[config.mk]
export PLATFORM = sky130hd
export DESIGN_NAME = player_collider
export DESIGN_NICKNAME = d
export VERILOG_FILES = /design/src/rtl/player_collider.sv
export SDC_FILE = /design/constraint.sdc
export NUM_CORES = 1
export LEC_CHECK = 0
export ABC_AREA = 1
export BUFFER_PORTS_ARGS = -buffer_cell sky130_fd_sc_hd__buf_2
export CAP_MARGIN = 25
export CORE_UTILIZATION = 65
export DETAILED_ROUTE_END_ITERATION = 10
export PLACE_DENSITY_LB_ADDON = 0.05
export SYNTH_ARGS = -nofsm -noshare
export SYNTH_HDL_FRONTEND = slang
export SYNTH_SLANG_ARGS = --single-unit
[constraint.sdc]
create_clock -name sim_clk -period 5.1 [get_ports sim_clk]
set_input_delay 0.51 -clock sim_clk [delete_from_list [all_inputs] [get_ports sim_clk]]
set_output_delay 0.51 -clock sim_clk [all_outputs]
set_load 0.01 [all_outputs]
[src/rtl/player_collider.sv]
// Collision detector for the player box: per frame tick it scans the wall table and
// publishes a left/right/top/bottom contact mask for the player block.
module player_collider #(
    parameter int unsigned N_WALLS  = 8,
    parameter int unsigned PLAYER_W = 32,
    parameter int unsigned PLAYER_H = 32,
    parameter int unsigned SCREEN_W = 640,
    parameter int unsigned SCREEN_H = 480
) (
    input  logic        sim_clk,
    input  logic        rst,
    input  logic        start,
    input  logic [19:0] playerPos,
    output logic [7:0]  wall_addr,
    input  logic [39:0] wall_data,
    output logic [3:0]  playerCol,
    output logic        col_valid,
    output logic        busy
);

    localparam logic [7:0]  LAST_IDX = 8'(N_WALLS - 1);
    localparam logic [10:0] PW11     = 11'(PLAYER_W);
    localparam logic [10:0] PH11     = 11'(PLAYER_H);
    localparam logic [10:0] SW11     = 11'(SCREEN_W);
    localparam logic [10:0] SH11     = 11'(SCREEN_H);

    typedef enum logic [1:0] {StIdle, StPrime, StScan, StDone} state_e;

    state_e      r_state;
    logic [9:0]  r_xs;
    logic [9:0]  r_ys;
    logic [3:0]  r_acc;
    logic [7:0]  r_idx;
    logic [7:0]  r_wall_addr;
    logic [3:0]  r_player_col;
    logic        r_col_valid;
    logic        r_busy;

    // Screen-edge preload, computed from the live position at the accepting edge
    logic [10:0] w_px;
    logic [10:0] w_py;
    logic [3:0]  w_edge;

    assign w_px   = {1'b0, playerPos[19:10]};
    assign w_py   = {1'b0, playerPos[9:0]};
    assign w_edge = {(w_px == 11'd0), ((w_px + PW11) >= SW11),
                     (w_py == 11'd0), ((w_py + PH11) >= SH11)};

    logic [10:0] w_xs, w_ys;
    logic [10:0] w_x0, w_y0, w_x1, w_y1;
    logic [10:0] w_rcol, w_lcol, w_brow, w_trow, w_xlast, w_ylast;
    logic        w_en, w_vov, w_hov;
    logic [3:0]  w_hits;

    assign w_xs    = {1'b0, r_xs};
    assign w_ys    = {1'b0, r_ys};
    assign w_x0    = {1'b0, wall_data[39:30]};
    assign w_y0    = {1'b0, wall_data[29:20]};
    assign w_x1    = {1'b0, wall_data[19:10]};
    assign w_y1    = {1'b0, wall_data[9:0]};
    assign w_rcol  = w_xs + PW11;
    assign w_lcol  = w_xs - 11'd1;
    assign w_brow  = w_ys + PH11;
    assign w_trow  = w_ys - 11'd1;
    assign w_xlast = w_xs + PW11 - 11'd1;
    assign w_ylast = w_ys + PH11 - 11'd1;

    assign w_en  = (w_x0 <= w_x1) && (w_y0 <= w_y1);
    assign w_vov = (w_y0 <= w_ylast) && (w_ys <= w_y1);
    assign w_hov = (w_x0 <= w_xlast) && (w_xs <= w_x1);

    // Probes at coordinate -1 are skipped; the edge bits already cover them
    assign w_hits[3] = w_en && w_vov && (w_xs != 11'd0) && (w_x0 <= w_lcol) && (w_lcol <= w_x1);
    assign w_hits[2] = w_en && w_vov && (w_x0 <= w_rcol) && (w_rcol <= w_x1);
    assign w_hits[1] = w_en && w_hov && (w_ys != 11'd0) && (w_y0 <= w_trow) && (w_trow <= w_y1);
    assign w_hits[0] = w_en && w_hov && (w_y0 <= w_brow) && (w_brow <= w_y1);

    always_ff @(posedge sim_clk or posedge rst) begin
        if (rst) begin
            r_state      <= StIdle;
            r_xs         <= 10'd0;
            r_ys         <= 10'd0;
            r_acc        <= 4'd0;
            r_idx        <= 8'd0;
            r_wall_addr  <= 8'd0;
            r_player_col <= 4'd0;
            r_col_valid  <= 1'b0;
            r_busy       <= 1'b0;
        end else begin
            r_col_valid <= 1'b0;
            unique case (r_state)
                StIdle: begin
                    if (start) begin
                        r_xs        <= playerPos[19:10];
                        r_ys        <= playerPos[9:0];
                        r_acc       <= w_edge;
                        r_idx       <= 8'd0;
                        r_wall_addr <= 8'd0;
                        r_busy      <= 1'b1;
                        r_state     <= StPrime;
                    end
                end
                StPrime: begin
                    r_wall_addr <= (LAST_IDX == 8'd0) ? 8'd0 : 8'd1;
                    r_state     <= StScan;
                end
                StScan: begin
                    r_acc <= r_acc | w_hits;
                    if (r_wall_addr != LAST_IDX) begin
                        r_wall_addr <= r_wall_addr + 8'd1;
                    end
                    if (r_idx == LAST_IDX) begin
                        r_state <= StDone;
                    end else begin
                        r_idx <= r_idx + 8'd1;
                    end
                end
                StDone: begin
                    r_player_col <= r_acc;
                    r_col_valid  <= 1'b1;
                    r_busy       <= 1'b0;
                    r_state      <= StIdle;
                end
                default: r_state <= StIdle;
            endcase
        end
    end

    assign wall_addr = r_wall_addr;
    assign playerCol = r_player_col;
    assign col_valid = r_col_valid;
    assign busy      = r_busy;

endmodule

# Word level (Yosys, flattened, before mapping)
# Cells that the tools add are included.
# W data, S select, Z words.
# totals
mem_count	0
ram_bits	0
output_inout_bits	14
mem_bits_ro	0
reg_bits	48
word_cells	87
latch_bits	0
inputBits	63
# classes
multipliers	0
n_lt_le_gt_ge	16
n_reduce_logical	29
n_bitwise	1
div_mod_pow	0
shift	0
muxes	13
eq_ne	9
addsub	10
# ops
cell	count
$le A10 B11 Y1	6
$add A10 B6 Y11 const B	4
$le A11 B10 Y1	4
$le A10 B10 Y1	4
$mux W8	3
$pmux W8 S3	1
$logic_not A11 Y1	2
$reduce_bool A11 Y1	2
$sub A10 B1 Y11 const B	2
$sub A11 B1 Y11 const B	2
$add A8 B1 Y8 const B	2
$pmux W8 S2	1
$logic_and A1 B1 Y1	15
$ge A11 B10 Y1 const B	1
$ge A11 B9 Y1 const B	1
$eq A8 B3 Y1 const B	1
$ne A2 B2 Y1 const B	4
$ne A8 B3 Y1 const B	1
$pmux W2 S4	1
$pmux W4 S2	1
$reduce_and A2 Y1	4
$reduce_and A3 Y1	2
$eq A2 B2 Y1 const B	2
$mux W2	2
other kinds (8)	10

# Depth between registers and ports, before layout
# Gate-level depths: netlist of the first run.
# logic_depth
ltp_word	10
mapped_depth	21
mapped_depth_nobuf	21

# Least setup slack after synthesis of the first run
# Ideal clock, no wire load.
# synth_timing
path_type	register -> register
start	register r_xs[0]
end	register r_acc[3]
period_less_slack_ns	2.429
setup_slack_ns	2.671
path_buffers	0
required_ns	5.027
setup_ns	0.073
arrival_time_ns	2.356
path_stages_with_launch	22
path_cell_list	dfrtp_1 -> inv_1 -> ha_1 -> nand2_2 -> nor2_4 -> nand2_1 -> xor2_1 -> inv_1 -> ha_1 -> nand2_1 -> inv_1 -> a21oi_1 -> nand2_1 -> nand2_1 -> nand2_1 -> nand2_1 -> nand2_1 -> a21oi_1 -> nand3_1 -> nand2_1 -> nand2_1 -> a21oi_2
# synth_via
elab_chain_len	6
word_cells_on_any_way	9
classes_between	1 x add/sub; 2 x order compare; 1 x mux; 1 x bitwise; 4 x reduce/logical
# synth_lines
item	line	rtl
start: declaration	30	logic [9:0] r_xs;
start signal: assignment	94	r_xs <= playerPos[19:10];
$sub A10 B1 Y11 / $reduce_bool A11 Y1 (equally long branches)	62, 73	
$le A10 B11 Y1 / $logic_and A1 B1 Y1 (equally long branches)	73	assign w_hits[3] = w_en && w_vov && (w_xs != 11'd0) && (w_x0 <= w_lcol) && (w_lcol <= w_x1);
$logic_and A1 B1 Y1	73	
$logic_and A1 B1 Y1 (*)	73	
$or A4 B4 Y4 (*)	108	r_acc <= r_acc | w_hits;
$pmux W4 S2 (*)	91	unique case (r_state)
end signal: assignment	96	r_acc <= w_edge;
end signal: assignment	108	
end: declaration	32	logic [3:0] r_acc;
# Mark *: on every way between the ends. The rest lies on a longest branch, timed or not.
# A chain may end at the register's enable or synchronous reset.

# Final worst setup path of the first run
# layout_timing
start	register r_ys[5]
end	register r_acc[2]
# layout_via
elab_chain_len	9
word_cells_on_any_way	10
classes_between	2 x add/sub; 2 x order compare; 1 x mux; 1 x bitwise; 4 x reduce/logical
# layout_lines
item	line	rtl
start: declaration	31	logic [9:0] r_ys;
start signal: assignment	95	r_ys <= playerPos[9:0];
$add A10 B6 Y11	66	assign w_ylast = w_ys + PH11 - 11'd1;
$sub A11 B1 Y11	66	
$le A10 B11 Y1	69	assign w_vov = (w_y0 <= w_ylast) && (w_ys <= w_y1);
$logic_and A1 B1 Y1 (*)	69	
$logic_and A1 B1 Y1 (*) (3 in a row)	74	assign w_hits[2] = w_en && w_vov && (w_x0 <= w_rcol) && (w_rcol <= w_x1);
$or A4 B4 Y4 (*)	108	
$pmux W4 S2 (*)	91	
# Marks and branches as above.

==> impl_metrics.env, run 1 <==
export IMPL_status="finished clean"
export IMPL_postSynthNetCount=1105
export IMPL_fin_util=0.744
export IMPL_power_switching_mw=2.13
export IMPL_swShare=0.559
export IMPL_slew_headroom=0.494
export IMPL_drive_gt1_frac=0.118
export IMPL_cp_data_required_time_ps=5340
export IMPL_placed_cell_area_mm2=0.00683
export IMPL_core_area_mm2=0.00933
export IMPL_overflow=0
export IMPL_peakVddDrop_v=0.000442
export IMPL_fin_ws_ps=2010
export IMPL_synth_area_top_cells="ha_1 (28%), dfrtp_1 (19%), nand2_1 (12%)"
export IMPL_antenna_cells=0
export IMPL_htreeDepth=2
export IMPL_routed_wl_um=16500
export IMPL_antenna_found_initial=0
export IMPL_synth_flop_cell="dfrtp_1"
export IMPL_hp_class="in -> async"
export IMPL_async_flop_share=1.00
export IMPL_endpoint_kind="register"
export IMPL_cp_arrival_ps=3330
export IMPL_power_frac_seq=0.190
export IMPL_portBuffers=76
export IMPL_cts_resized=0
export IMPL_pwr_share_clk=0.063
export IMPL_cts_inserted_buffers=5
export IMPL_reg2reg_slack_ps=2010
export IMPL_p_comb_frac=0.746
export IMPL_finalInstanceArea_mm2=0.00694
export IMPL_synth_warnings=0
export IMPL_pre_cts_ws_ps=2090
export IMPL_fin_crit_ps=3090
export IMPL_grt_max_degree=49
export IMPL_area_growth_synth_to_final_pct=9.68
export IMPL_dieArea_mm2=0.0101
export IMPL_clk_latency_ps=310
export IMPL_path_class="reg -> reg"
export IMPL_path_common_cell="nand2_1"
export IMPL_maxSlewViolCount=0
export IMPL_ios=77
export IMPL_crit_family="simple AND/OR/NAND/NOR gates"
export IMPL_finalSetupViolCount=0
export IMPL_critPathSlowestCell="dfrtp_1"
export IMPL_netlist_instances=901
export IMPL_synth_area_leader_cell="ha_1"
export IMPL_fin_nets=1181
export IMPL_cts_buffer_depth=2
export IMPL_finalHoldViolations=0
export IMPL_cp_start_kind="register"
export IMPL_path_cells="inv_1, ha_1, inv_1, nand3_1, nor2_2, xor2_1, ha_1, nand2_1, inv_1, nand2_1, nand2_1, nand2_1, nand2_1, a21oi_2, nand3_1, nand2_1, nand2_1, a21oi_2"
export IMPL_rsz0062_at_grt="no"
export IMPL_path_clk_slew_ps=100
export IMPL_worst_slew_pin_slew_ps=758
export IMPL_vias_per_cell=5.70
export IMPL_tritoncts="yes"
export IMPL_die_h_um=101
export IMPL_track_usage=0.340
export IMPL_drc_errors=0
export IMPL_powerDensity_mw_per_mm2=549
export IMPL_max_stage_delay_ps=580
export IMPL_cap_violations=0
export IMPL_cts_sinks=48
export IMPL_detailed_place_hpwl_um=14000
export IMPL_place_inst=1098
export IMPL_final_setup_tns_ps=0
export IMPL_post_route_period_util=0.606
export IMPL_gp_congestion=1.04
export IMPL_fmaxAchievable_mhz=324
export IMPL_firstDrtPassIters=5
export IMPL_cts_setup_buffers=0
export IMPL_ant_nets=0
export IMPL_synth_edff_count=0
export IMPL_grt_pass1_vias=5936
export IMPL_synth_most_common_cell="nand2_1"
export IMPL_nFillCells=782
export IMPL_wire_per_inst_um=14.9
export IMPL_drt_iter0_markers=337
export IMPL_ys_ff_latch=48
export IMPL_clock_skew_ps=5.22
export IMPL_ys_top_cells_by_count="nand2_1 (201), inv_1 (148), ha_1 (141), nor2_1 (68), a21oi_1 (62)"
export IMPL_yosys_area_top_type_share=0.279
export IMPL_root_buffer="clkbuf_8"
export IMPL_multi_input_area_mm2=0.00450
export IMPL_die_w_um=101
export IMPL_ys_seq_area_frac=0.190
export IMPL_std_cell_rows=35
export IMPL_syn_area_mm2=0.00633
export IMPL_grt_pass1_wl_um=27300
export IMPL_layout_cells_non_filler=1107
export IMPL_vias=6310
export IMPL_p_leak_nw=3.88
export IMPL_crit_buf_inv=3
export IMPL_p_int_mw=1.68
export IMPL_cp_max_fo=11
export IMPL_holdBufCountCts=0
export IMPL_initial_core_util=0.679
export IMPL_syn_avg_cell_area_um2=7.03
export IMPL_yosysUniqueCellTypes=41
export IMPL_regArea_mm2=0.00120
==> worst reg2reg max path, stage by stage, from the launching register on <==
cell	delay, ps
dfrtp_1	580
inv_1	200
ha_1	380
inv_1	120
nand3_1	100
nor2_2	170
xor2_1	220
ha_1	280
nand2_1	90
inv_1	40
nand2_1	60
nand2_1	50
nand2_1	50
nand2_1	100
a21oi_2	170
nand3_1	140
nand2_1	90
nand2_1	60
a21oi_2	130
==> through the flow <==
step / hold WS [ps] / total power [mW]
after floorplan: 468 / 2.79
after global placement: 455 / 3.37
after detailed placement: 473 / 3.51
after CTS: 424 / 3.76
after global routing: 48.8 / 4.24
final: 57.8 / 3.82
==> per-layer routing <==
| metal | vias to the layer above | share of wire | GRT usage |
|---|---|---|---|
| li1 | 3144 | - | - |
| met1 | 2870 | 0.46 | 0.470 |
| met2 | 263 | 0.44 | 0.559 |
| met3 | 33 | 0.077 | 0.0458 |
| met4 | 0 | 0.018 | 0.0903 |
| met5 | - | 0 | 0 |
==> cell type report <==
type	instances	area share
clock inverter	3	0.00378
clock buffer	5	0.00991
inverter	155	0.0838
timing repair buffer	77	0.0577
tap	129	0.0232
multi-input combinational	690	0.649
sequential	48	0.173
==> worst paths after layout <==
kind | from | end | cells past startpoint
max | r_ys[5]$_DFFE_PP0P_ | r_acc[2]$_DFFE_PP0P_ | 18
min reg2reg | playerCol[2]$_DFFE_PP0P_ | playerCol[2]$_DFFE_PP0P_ | 2
min in group sim_clk | playerPos[4] | r_ys[4]$_DFFE_PP0P_ | 3
min | rst | r_idx[1]$_DFFE_PP0P_ | 2
max in group asynchronous | rst | wall_addr[3]$_DFFE_PP0P_ | 3
max reg2reg | r_ys[5]$_DFFE_PP0P_ | r_acc[2]$_DFFE_PP0P_ | 18
==> cells by family (layout without fill, tap and decap cells) <==
| group | count (synthesis) | count (layout) | synth area share |
|---|---|---|---|
| fa+ha+maj | 141 | 141 | 0.279 |
| flops | 48 | 48 | 0.190 |
| simple gates | 382 | 382 | 0.269 |
| compound gates | 141 | 141 | 0.126 |
| xor+xnor | 26 | 26 | 0.0383 |
| buf+inv | 163 | 240 | 0.0988 |
==> placed cells by master, fill, tap and decap left out, types with 14 or more instances in the layout <==
cell type / instances
xor2_1: 22
inv_1: 147
a21oi_1: 62
buf_2: 76
nor3_1: 14
nand3_1: 41
nand2_1: 201
nand4_1: 28
o21ai_0: 40
nor2_1: 68
ha_1: 141
dfrtp_1: 48
==> power groups by stage <==
stage | Combinational [mW] | Clock [mW] | Sequential [mW]
floorplan | 2.12 | 0 | 0.669
global placement | 2.65 | 0 | 0.716
detailed placement | 2.78 | 0 | 0.726
CTS | 2.80 | 0.248 | 0.719
global route | 3.23 | 0.262 | 0.747
finish | 2.85 | 0.242 | 0.726
==> state kept, by name, summed over array words and instances (netlist names) <==
register and flops:
r_xs 10, r_ys 10, r_idx 8, wall_addr 8
playerCol 4, r_acc 4, r_state 2, busy 1
col_valid 1
Power figures use the tool's default switching activity.
==> run 2: changes to the inputs <==
--- a/config.mk
+++ b/config.mk
@@ -8,7 +8,7 @@
 export ABC_AREA = 1
 export BUFFER_PORTS_ARGS = -buffer_cell sky130_fd_sc_hd__buf_2
 export CAP_MARGIN = 25
-export CORE_UTILIZATION = 65
+export CORE_UTILIZATION = 61
 export DETAILED_ROUTE_END_ITERATION = 10
 export PLACE_DENSITY_LB_ADDON = 0.05
 export SYNTH_ARGS = -nofsm -noshare
==> constraint.sdc (replaced) <==
create_clock -name sim_clk -period 3.1 [get_ports sim_clk]
set_input_delay 0.31 -clock sim_clk [delete_from_list [all_inputs] [get_ports sim_clk]]
set_output_delay 0.31 -clock sim_clk [all_outputs]
set_load 0.01 [all_outputs]
==> run 2 against run 1 <==
- largest cell class unchanged
- largest power group unchanged
- via count down 1.0%
- sequential share of layout area down 0.11 points
- critical endpoint unchanged
- first-iteration DRC count up 18%
- worst setup slack worse by 1800 ps
- register-to-register slack worse by 1800 ps
- worst hold slack worse by 37 ps
- sequential cell count unchanged
- total power up 68%
==> impl_metrics.env, run 2 (same netlist as run 1, synthesis figures left out) <==
export IMPL_status="finished clean"
export IMPL_mostFrequentLayoutCells="nand2_1 (201), inv_1 (145), ha_1 (140)"
export IMPL_root_buffer="clkbuf_8"
export IMPL_reg_top3="r_xs x10, r_ys x10"
export IMPL_peakVddDrop_v=0.000623
export IMPL_cts_sinks=48
export IMPL_holdBufCountCts=0
export IMPL_worst_slew_pin_slew_ps=785
export IMPL_die_h_um=104
export IMPL_cp_data_required_time_ps=3350
export IMPL_fin_util=0.707
export IMPL_wire_per_inst_um=15.1
export IMPL_cp_start_kind="register"
export IMPL_area_growth_synth_to_final_pct=10.6
export IMPL_cp_max_fo=4
export IMPL_finalHoldViolations=0
export IMPL_whs_ps=21.1
export IMPL_vias_per_cell=5.61
export IMPL_p_int_mw=2.87
export IMPL_power_frac_seq=0.189
export IMPL_p_leak_nw=3.90
export IMPL_routed_wl_um=16800
export IMPL_fin_nets=1183
export IMPL_grt_pass1_wl_um=27800
export IMPL_endpoint_kind="register"
export IMPL_cts_inserted_buffers=5
export IMPL_overflow=0
export IMPL_slew_headroom=0.476
export IMPL_antenna_found_initial=0
export IMPL_p_comb_frac=0.740
export IMPL_hp_class="in -> async"
export IMPL_firstDrtPassIters=5
export IMPL_path_class="reg -> reg"
export IMPL_power_switching_mw=3.53
export IMPL_layout_cells_non_filler=1113
export IMPL_fmaxAchievable_mhz=341
export IMPL_detailed_place_hpwl_um=14200
export IMPL_drive_gt1_frac=0.127
export IMPL_pwr_share_clk=0.071
export IMPL_swShare=0.552
export IMPL_finalInstanceArea_mm2=0.00700
export IMPL_totalPowerFinal_mw=6.40
export IMPL_antenna_cells=0
export IMPL_placed_cell_area_mm2=0.00685
export IMPL_dieArea_mm2=0.0108
export IMPL_drt_iter0_markers=396
export IMPL_cp_arrival_ps=3180
export IMPL_grt_max_degree=49
export IMPL_path_clk_slew_ps=100
export IMPL_clk_latency_ps=320
export IMPL_place_inst=1104
export IMPL_cap_violations=0
export IMPL_clock_skew_ps=15.0
export IMPL_die_w_um=104
export IMPL_std_cell_rows=36
export IMPL_powerDensity_mw_per_mm2=915
export IMPL_mostFrequentLayoutCell="nand2_1"
export IMPL_finalSetupViolCount=0
export IMPL_gp_congestion=0.969
export IMPL_tritoncts="yes"
export IMPL_htreeDepth=2
export IMPL_track_usage=0.318
export IMPL_ant_nets=0
export IMPL_core_area_mm2=0.00991
export IMPL_ios=77
export IMPL_initial_core_util=0.639
export IMPL_portBuffers=76
export IMPL_vias=6246
export IMPL_cts_buffer_depth=2
export IMPL_drc_errors=0
export IMPL_post_route_period_util=0.946
export IMPL_fin_crit_ps=2930
export IMPL_maxSlewViolCount=0
export IMPL_rsz0062_at_grt="yes"
export IMPL_grt_pass1_vias=6040
[run 2: changes by cell type in the layout (fill, tap and decap cells not counted), moves of 2 or more]
cell     previous run  this run
xor2_2              2         4
inv_6               2         0
dfrtp_2             0         2
buf_4               0         2
dfrtp_1            48        46
xor2_1             22        20
inv_2               7         9
inv_1             147       145
[run 2: routing by layer]
layer,global-route usage,up-vias,wire length (um)
met4,0.0694,0,191
li1,-,3141,-
met1,0.435,2839,7820
met3,0.0363,25,1150
met5,0,-,0
met2,0.538,241,7690
[run 2: path summary, 6_finish.rpt]
kind | start | endpoint | slack (ps) | depth (start not counted)
hold / removal | rst | wall_addr[4]$_DFFE_PP0P_ | 20 | 2
setup / recovery | r_ys[2]$_DFFE_PP0P_ | r_acc[2]$_DFFE_PP0P_ | 170 | 19
min in group sim_clk | playerPos[12] | r_xs[2]$_DFFE_PP0P_ | 220 | 3
hold reg to reg | playerCol[0]$_DFFE_PP0P_ | playerCol[0]$_DFFE_PP0P_ | 510 | 2
max in group asynchronous | rst | r_idx[7]$_DFFE_PP0P_ | 2570 | 3
setup reg to reg | r_ys[2]$_DFFE_PP0P_ | r_acc[2]$_DFFE_PP0P_ | 170 | 19
[run 2: final cells by class]
type / count / area (um^2)
fill: 858 / 2910
multi-input combinational: 690 / 4530
timing repair buffer: 79 / 415
inverter: 155 / 582
tap: 133 / 166
clock inverter: 2 / 35.0
sequential: 48 / 1200
clock buffer: 6 / 72.6
[run 2: timing repair]
action,CTS,global route
resized for setup,0,8
buffers inserted,0,0
setup endpoints to repair,0,4
hold endpoints to repair,0,0
[run 2: worst max-delay path, stage by stage (launching register included)]
cell and delay, ps:
dfrtp_1 450, inv_1 180, nand3_1 150, nor3_2 190, xor2_1 310, inv_1 90
ha_1 280, nand2_1 80, inv_1 60, a21oi_1 140, nand2_1 80, nand2_1 60
nand2_1 40, nand2_1 50, nand2_1 70, a21oi_2 210, nand3_1 160, nand2_1 100
nand2_1 60, a21oi_2 110
[run 2: power by group through the flow]
stage | clock (mW) | sequential [mW] | combinational [mW]
final | 0.454 | 1.21 | 4.74
after global routing | 0.484 | 1.23 | 5.39
after CTS | 0.463 | 1.18 | 4.65
after detailed placement | 0 | 1.19 | 4.61
after global placement | 0 | 1.17 | 4.40
after floorplan | 0 | 1.10 | 3.49
[run 2: through the flow]
stage               setup WS, ps  TNS (ps)
floorplan                    671         0
global placement             276         0
detailed placement           148         0
CTS                          122         0
global route               -15.7     -15.7
finish                       168         0
